===== config.mk =====
export PLATFORM = sky130hd
export DESIGN_NAME = tap_period_ctrl
export DESIGN_NICKNAME = d
export VERILOG_FILES = /design/src/rtl/tap_pkg.sv /design/src/rtl/tap_avg.sv /design/src/rtl/tap_period_ctrl.sv
export SDC_FILE = /design/constraint.sdc
export NUM_CORES = 1
export LEC_CHECK = 0
export ABC_AREA = 1
export ABC_CLOCK_PERIOD_IN_PS = 2600
export BUFFER_PORTS_ARGS = -buffer_cell sky130_fd_sc_hd__clkbuf_2
export CAP_MARGIN = 10
export CORE_MARGIN = 3
export CORE_UTILIZATION = 28
export DETAILED_ROUTE_END_ITERATION = 8
export GPL_ROUTABILITY_DRIVEN = 0
export GPL_TIMING_DRIVEN = 0
export HOLD_SLACK_MARGIN = 0.15
export SLEW_MARGIN = 20
export SYNTH_ARGS = -nofsm -noshare
export SYNTH_HDL_FRONTEND = slang
export SYNTH_SLANG_ARGS = --single-unit

===== constraint.sdc =====
create_clock -name clk_i -period 2.6 [get_ports clk_i]
set_clock_uncertainty 0.2 [all_clocks]
set_input_delay 0.52 -clock clk_i [delete_from_list [all_inputs] [get_ports clk_i]]
set_output_delay 0.52 -clock clk_i [all_outputs]
set_load 0.02 [all_outputs]

===== src/rtl/tap_pkg.sv =====
// Shared definitions for the tap-tempo period controller: FSM state encodings and
// default timing constants. The time-pulse strobe period is PULSE_PER_NS nanoseconds.
package tap_pkg;

   typedef enum logic [0:0] {
      S_IDLE    = 1'b0,
      S_MEASURE = 1'b1
   } tap_state_e;

   localparam int unsigned PULSE_PER_NS        = 5120;
   // 2 s of pulses without a tap (30 BPM floor)
   localparam int unsigned DEF_TIMEOUT_PULSES  = 390625;
   // 0.24 s shortest accepted period (250 BPM ceiling)
   localparam int unsigned DEF_MIN_PULSES      = 46875;
   localparam int unsigned DEF_NB_SAMPLES_LOG2 = 2;
   localparam int unsigned DEF_PERIOD_W        = 19;

endpackage


===== src/rtl/tap_avg.sv =====
// Period averaging plus result register with valid/ready handoff.
// Build option SLIDING_AVG_EN: when defined, a moving average over the last
// 2^NB_SAMPLES_LOG2 periods is produced on every accepted tap once the history has
// filled; when undefined, one block average is produced per 2^NB_SAMPLES_LOG2 periods.
module tap_avg
   import tap_pkg::*;
#(
   parameter int unsigned NB_SAMPLES_LOG2 = DEF_NB_SAMPLES_LOG2,
   parameter int unsigned PERIOD_W        = DEF_PERIOD_W
) (
   input  logic                clk_i,
   input  logic                rst_n_i,
   input  logic                sample_vld_i,
   input  logic [PERIOD_W-1:0] sample_i,
   input  logic                clear_i,
   output logic [PERIOD_W-1:0] period_o,
   output logic                period_valid_o,
   input  logic                period_ready_i
);

   localparam int unsigned NUM   = 1 << NB_SAMPLES_LOG2;
   localparam int unsigned ACC_W = PERIOD_W + NB_SAMPLES_LOG2;

   logic                load;
   logic [PERIOD_W-1:0] result;
   logic [PERIOD_W-1:0] period_q, period_d;
   logic                valid_q, valid_d;

`ifdef SLIDING_AVG_EN
   localparam int unsigned FILL_W = NB_SAMPLES_LOG2 + 1;
   localparam logic [FILL_W-1:0] FILL_FULL = FILL_W'(NUM);
   localparam logic [FILL_W-1:0] FILL_LAST = FILL_W'(NUM - 1);

   logic [PERIOD_W-1:0] hist_q [NUM];
   logic [PERIOD_W-1:0] hist_d [NUM];
   logic [ACC_W-1:0]    sum_q, sum_d, sum_new;
   logic [FILL_W-1:0]   fill_q, fill_d;

   // Running sum: add the newest period, drop the oldest (zero until history fills).
   always_comb begin
      sum_new = sum_q + ACC_W'(sample_i) - ACC_W'(hist_q[NUM-1]);
      result  = PERIOD_W'(sum_new >> NB_SAMPLES_LOG2);
      sum_d   = sum_q;
      fill_d  = fill_q;
      load    = 1'b0;
      for (int i = 0; i < NUM; i++) begin
         hist_d[i] = hist_q[i];
      end
      if (clear_i) begin
         sum_d  = '0;
         fill_d = '0;
         for (int i = 0; i < NUM; i++) begin
            hist_d[i] = '0;
         end
      end else if (sample_vld_i) begin
         sum_d     = sum_new;
         hist_d[0] = sample_i;
         for (int i = 1; i < NUM; i++) begin
            hist_d[i] = hist_q[i-1];
         end
         load = (fill_q >= FILL_LAST);
         if (fill_q != FILL_FULL) begin
            fill_d = fill_q + FILL_W'(1);
         end
      end
   end

   // History, running sum and fill count.
   always_ff @(posedge clk_i or negedge rst_n_i) begin
      if (!rst_n_i) begin
         sum_q  <= '0;
         fill_q <= '0;
         for (int i = 0; i < NUM; i++) begin
            hist_q[i] <= '0;
         end
      end else begin
         sum_q  <= sum_d;
         fill_q <= fill_d;
         for (int i = 0; i < NUM; i++) begin
            hist_q[i] <= hist_d[i];
         end
      end
   end
`else
   localparam int unsigned CNT_W = (NB_SAMPLES_LOG2 > 0) ? NB_SAMPLES_LOG2 : 1;
   localparam logic [CNT_W-1:0] CNT_LAST = CNT_W'(NUM - 1);

   logic [ACC_W-1:0] acc_q, acc_d, acc_sum;
   logic [CNT_W-1:0] scnt_q, scnt_d;

   // Block accumulate; the sample that wraps the count completes the average.
   always_comb begin
      acc_sum = acc_q + ACC_W'(sample_i);
      result  = PERIOD_W'(acc_sum >> NB_SAMPLES_LOG2);
      acc_d   = acc_q;
      scnt_d  = scnt_q;
      load    = 1'b0;
      if (clear_i) begin
         acc_d  = '0;
         scnt_d = '0;
      end else if (sample_vld_i) begin
         if (scnt_q == CNT_LAST) begin
            load   = 1'b1;
            acc_d  = '0;
            scnt_d = '0;
         end else begin
            acc_d  = acc_sum;
            scnt_d = scnt_q + CNT_W'(1);
         end
      end
   end

   // Accumulator and sample count.
   always_ff @(posedge clk_i or negedge rst_n_i) begin
      if (!rst_n_i) begin
         acc_q  <= '0;
         scnt_q <= '0;
      end else begin
         acc_q  <= acc_d;
         scnt_q <= scnt_d;
      end
   end
`endif

   // Newest result wins; a load in the acceptance cycle keeps valid asserted.
   always_comb begin
      period_d = load ? result : period_q;
      valid_d  = load | (valid_q & ~period_ready_i);
   end

   // Output result and valid register.
   always_ff @(posedge clk_i or negedge rst_n_i) begin
      if (!rst_n_i) begin
         period_q <= '0;
         valid_q  <= 1'b0;
      end else begin
         period_q <= period_d;
         valid_q  <= valid_d;
      end
   end

   assign period_o       = period_q;
   assign period_valid_o = valid_q;

endmodule


===== src/rtl/tap_period_ctrl.sv =====
// Tap-tempo period measurement: tap edge detection, time-pulse period counter,
// too-fast tap rejection and timeout abort, feeding the tap_avg averaging stage.
// Build option SLIDING_AVG_EN selects moving instead of block averaging in tap_avg.
module tap_period_ctrl
   import tap_pkg::*;
#(
   parameter int unsigned TIMEOUT_PULSES  = DEF_TIMEOUT_PULSES,
   parameter int unsigned MIN_PULSES      = DEF_MIN_PULSES,
   parameter int unsigned NB_SAMPLES_LOG2 = DEF_NB_SAMPLES_LOG2,
   parameter int unsigned PERIOD_W        = DEF_PERIOD_W
) (
   input  logic                clk_i,
   input  logic                rst_n_i,
   input  logic                tp_i,
   input  logic                btn_i,
   output logic [PERIOD_W-1:0] period_o,
   output logic                period_valid_o,
   input  logic                period_ready_i,
   output logic                busy_o,
   output logic                timeout_o
);

   localparam logic [PERIOD_W-1:0] MIN_CNT = PERIOD_W'(MIN_PULSES);
   localparam logic [PERIOD_W-1:0] TO_LAST = PERIOD_W'(TIMEOUT_PULSES - 1);
   localparam logic [PERIOD_W-1:0] ONE     = PERIOD_W'(1);

   tap_state_e          state_q, state_d;
   logic [PERIOD_W-1:0] cnt_q, cnt_d;
   logic                btn_q;
   logic                timeout_q, timeout_d;
   logic                rise;
   logic                sample_vld;
   logic                clear;

   assign rise = btn_i & ~btn_q;

   // Next state: accepted tap beats timeout; a too-fast tap only lets counting go on.
   always_comb begin
      state_d    = state_q;
      cnt_d      = cnt_q;
      timeout_d  = 1'b0;
      sample_vld = 1'b0;
      clear      = 1'b0;
      unique case (state_q)
         S_IDLE: begin
            cnt_d = '0;
            if (rise) begin
               state_d = S_MEASURE;
            end
         end
         S_MEASURE: begin
            if (rise && (cnt_q >= MIN_CNT)) begin
               sample_vld = 1'b1;
               // The strobe in the tap cycle already belongs to the next period.
               cnt_d      = tp_i ? ONE : '0;
            end else if (tp_i && (cnt_q == TO_LAST)) begin
               state_d   = S_IDLE;
               cnt_d     = '0;
               timeout_d = 1'b1;
               clear     = 1'b1;
            end else if (tp_i) begin
               cnt_d = cnt_q + ONE;
            end
         end
         default: begin
            state_d = S_IDLE;
            cnt_d   = '0;
         end
      endcase
   end

   // State, period counter, button history and timeout pulse.
   always_ff @(posedge clk_i or negedge rst_n_i) begin
      if (!rst_n_i) begin
         state_q   <= S_IDLE;
         cnt_q     <= '0;
         btn_q     <= 1'b0;
         timeout_q <= 1'b0;
      end else begin
         state_q   <= state_d;
         cnt_q     <= cnt_d;
         btn_q     <= btn_i;
         timeout_q <= timeout_d;
      end
   end

   assign busy_o    = (state_q == S_MEASURE);
   assign timeout_o = timeout_q;

   tap_avg #(
      .NB_SAMPLES_LOG2 (NB_SAMPLES_LOG2),
      .PERIOD_W        (PERIOD_W)
   ) u_avg (
      .clk_i          (clk_i),
      .rst_n_i        (rst_n_i),
      .sample_vld_i   (sample_vld),
      .sample_i       (cnt_q),
      .clear_i        (clear),
      .period_o       (period_o),
      .period_valid_o (period_valid_o),
      .period_ready_i (period_ready_i)
   );

endmodule


==> flow_metrics.env <==
export IMPL_finalCritPeriodShare_pct=91.0
export IMPL_yosys_top_cells_count="nand2_1, nand3_1, inv_1, dfrtp_1, nor2_1"
export IMPL_ys_flop_type="dfrtp_1"
export IMPL_initial_core_util_pct=28.8
export IMPL_cp_slowest_stage_delay_ns=0.41
export IMPL_yosysSeqAreaShare_pct=35.1
export IMPL_arrival_ns=2.45
export IMPL_combPwrFrac_pct=12.1
export IMPL_cp_slowest_cell="dfrtp_2"
export IMPL_rsz0062_at_grt="false"
export IMPL_diodes=0
export IMPL_cp_required_ns=2.68
export IMPL_die_w_um=135
export IMPL_dr_pass1_iters=6
export IMPL_p_int_mw=2.00
export IMPL_fmax_mhz=423
export IMPL_vias_per_cell=4.83
export IMPL_leakage_nw=2.95
export IMPL_crit_path_cell_trace="ha_2, inv_1, fa_1, inv_1, nand3_1, nand3_2, nand2_1, nand2_1, nand2_1, nand2_2, xor2_2, nand2_1, nand2_1"
export IMPL_wire_per_inst_um=14.1
export IMPL_crit_family="simple AND/OR/NAND/NOR gates"
export IMPL_fin_setup_tns_ns=0
export IMPL_min_period_ns=2.37
export IMPL_grt_pass1_wl_um=22000
export IMPL_fill_cells=1728
export IMPL_crit_top_cell="nand2_1"
export IMPL_hold_class="register to register"
export IMPL_insertion_delay_ns=0.35
export IMPL_cts_buffers=9
export IMPL_drive_above_1_share_pct=10.2
export IMPL_die_area_sq_um=18100
export IMPL_ios=27
export IMPL_htree_levels=3
export IMPL_hold_viol=0
export IMPL_p_per_area_nw_per_um2=511
export IMPL_maxCapViolCount=0
export IMPL_p_clk_share_pct=47.8
export IMPL_endpoint_kind="register"
export IMPL_ys_seq_elements=65
export IMPL_drc=0
export IMPL_via_count=4549
export IMPL_status="completed"
export IMPL_synthesis_area_sq_um=4630
export IMPL_path_buf_inv=2
export IMPL_grt_max_degree=36
export IMPL_tightest_slew_ns=0.589
export IMPL_yosysUniqueCellTypes=29
export IMPL_drv_slew=0
export IMPL_syn_nets=707
export IMPL_clkSinkCount=65
export IMPL_grt_usage_pct=15.3
export IMPL_synth_area_leaders="dfrtp_1, nand2_1, nand3_1"
export IMPL_slew_headroom_pct=60.8
export IMPL_port_buffers=25
export IMPL_worstSetupStartpointType="register"
export IMPL_timing_hold_ws_ns=0.276
export IMPL_synth_warnings=0
export IMPL_dr_first_iter_drc_count=376
export IMPL_grt_antenna_before_repair=0
export IMPL_swShare_pct=27.9
export IMPL_core_sq_um=16100
export IMPL_rows=46
export IMPL_drtAntennaViolNets=0
export IMPL_clockBufferDepth=2
export IMPL_dieHeight_um=135
export IMPL_synth_top_area_share_pct=35.1
export IMPL_cts_root_buf="clkbuf_16"
export IMPL_syn_avg_cell_area_sq_um=6.82
export IMPL_cp_max_fo=5
export IMPL_gr_total_overflow=0
export IMPL_synthArstFlopShare_pct=100
export IMPL_yosys_area_top_type="dfrtp_1"
export IMPL_hold_path_cell_count=2
export IMPL_cts_tree="built"
export IMPL_synth_edff_count=0
export IMPL_wirelength_um=13300
export IMPL_dpl_hpwl_um=9930
export IMPL_p_seq_share_pct=40.1
export IMPL_yosysMostFrequentCell="nand2_1"
export IMPL_grt_pass1_vias=4289
export IMPL_cp_depth=13
export IMPL_syn_to_final_growth_pct=17.3
export IMPL_syn_inst=679
export IMPL_path_clk_slew_ns=0.06
export IMPL_setup_viol=0
export IMPL_r2r_slack_ns=0.23
export IMPL_fin_nets=749
export IMPL_worstSetupPathType="register to register"
export IMPL_reg2regPathDepth=13
export IMPL_p_sw_mw=0.774
export IMPL_vdd_drop_max_mv=0.307
layer usage:
metal / part of all wire [%] / vias to the layer above / track usage, %
met5: 0 / - / 0
met4: 2.9 / 0 / 6.50
met3: 6.0 / 24 / 2.87
met2: 43 / 156 / 23.2
met1: 48 / 2094 / 21.4
li1: - / 2275 / -
metrics by stage:
stage	cell area, sq um	setup WS, ns	total power, mW	util, %	cells
floorplan	4630	0.492	1.34	-	679
global placement	5020	-0.00356	1.44	31.3	920
detailed placement	5050	0.0203	1.45	31.4	921
CTS	5400	0.0602	2.79	33.6	940
global route	5430	0.00484	2.90	33.8	942
finish	5430	0.234	2.77	33.8	942
repair_timing:
item / CTS / global route
resized for setup: 1 / 4
hold buffers: 3 / 0
setup endpoints to repair: 2 / 8
hold endpoints to repair: 32 / 0
setup buffers: 0 / 2
flip-flops by register name, summed over array words and instances (netlist names):
signal,flops
u_avg.acc_q,21
cnt_q,19
u_avg.period_o,19
u_avg.scnt_q,2
btn_q,1
busy_o,1
timeout_o,1
u_avg.period_valid_o,1
worst reg2reg max path, stage by stage, from the launching register on:
cell and delay (ns):
dfrtp_2 0.41, ha_2 0.22, inv_1 0.06, fa_1 0.41
inv_1 0.12, nand3_1 0.09, nand3_2 0.12, nand2_1 0.06
nand2_1 0.10, nand2_1 0.09, nand2_2 0.12, xor2_2 0.19
nand2_1 0.08, nand2_1 0.06
kinds of logic (layout without fill, tap and decap cells):
| family | Yosys count | after routing | synth area share [%] |
|---|---|---|---|
| fa+ha+maj | 23 | 23 | 6.38 |
| simple gates | 441 | 441 | 42.1 |
| flops | 65 | 65 | 35.1 |
| buf+inv | 95 | 142 | 8.49 |
| compound gates | 32 | 32 | 3.57 |
| xor+xnor | 23 | 23 | 4.35 |
worst paths after layout:
path,startpoint,to
hold reg to reg,u_avg.period_o[0],u_avg.period_o[0]
hold / removal,u_avg.period_o[0],u_avg.period_o[0]
setup / recovery,cnt_q[0],u_avg.period_o[12]
max in group asynchronous,rst_n_i,cnt_q[17]
setup reg to reg,cnt_q[0],u_avg.period_o[12]
min in group asynchronous,rst_n_i,u_avg.acc_q[6]
power by group through the flow:
stage | Clock, mW | Sequential, mW | Combinational, mW
after floorplan | 0 | 1.10 | 0.235
after global placement | 0 | 1.13 | 0.314
after detailed placement | 0 | 1.13 | 0.324
after CTS | 1.35 | 1.11 | 0.328
after global routing | 1.39 | 1.12 | 0.387
final | 1.33 | 1.11 | 0.335
cell usage in the layout (no fill, tap or decap), drive strengths merged:
cell type / n
nor3: 11
nor4: 2
xnor2: 4
bufinv: 2
nand3: 76
nand4: 36
dfrtp: 65
nand3b: 4
o21ai: 12
clkinvlp: 1
buf: 17
clkinv: 4
inv: 73
o21bai: 2
clkbuf: 42
nand2: 251
a21oi: 18
and2: 1
ha: 22
fa: 1
dlygate4sd3: 3
nor2: 60
xor2: 19
layout make-up:
cell class / count / area [sq um] / share of cell area [%]
buffer: 22 / 119 / 2.19
clock buffer: 9 / 225 / 4.15
clock inverter: 7 / 95.1 / 1.75
inverter: 73 / 274 / 5.05
tap: 216 / 270 / 4.98
sequential: 65 / 1630 / 30.0
timing repair buffer: 31 / 193 / 3.55
multi-input combinational: 519 / 2630 / 48.4
Power figures use the tool's default switching activity.
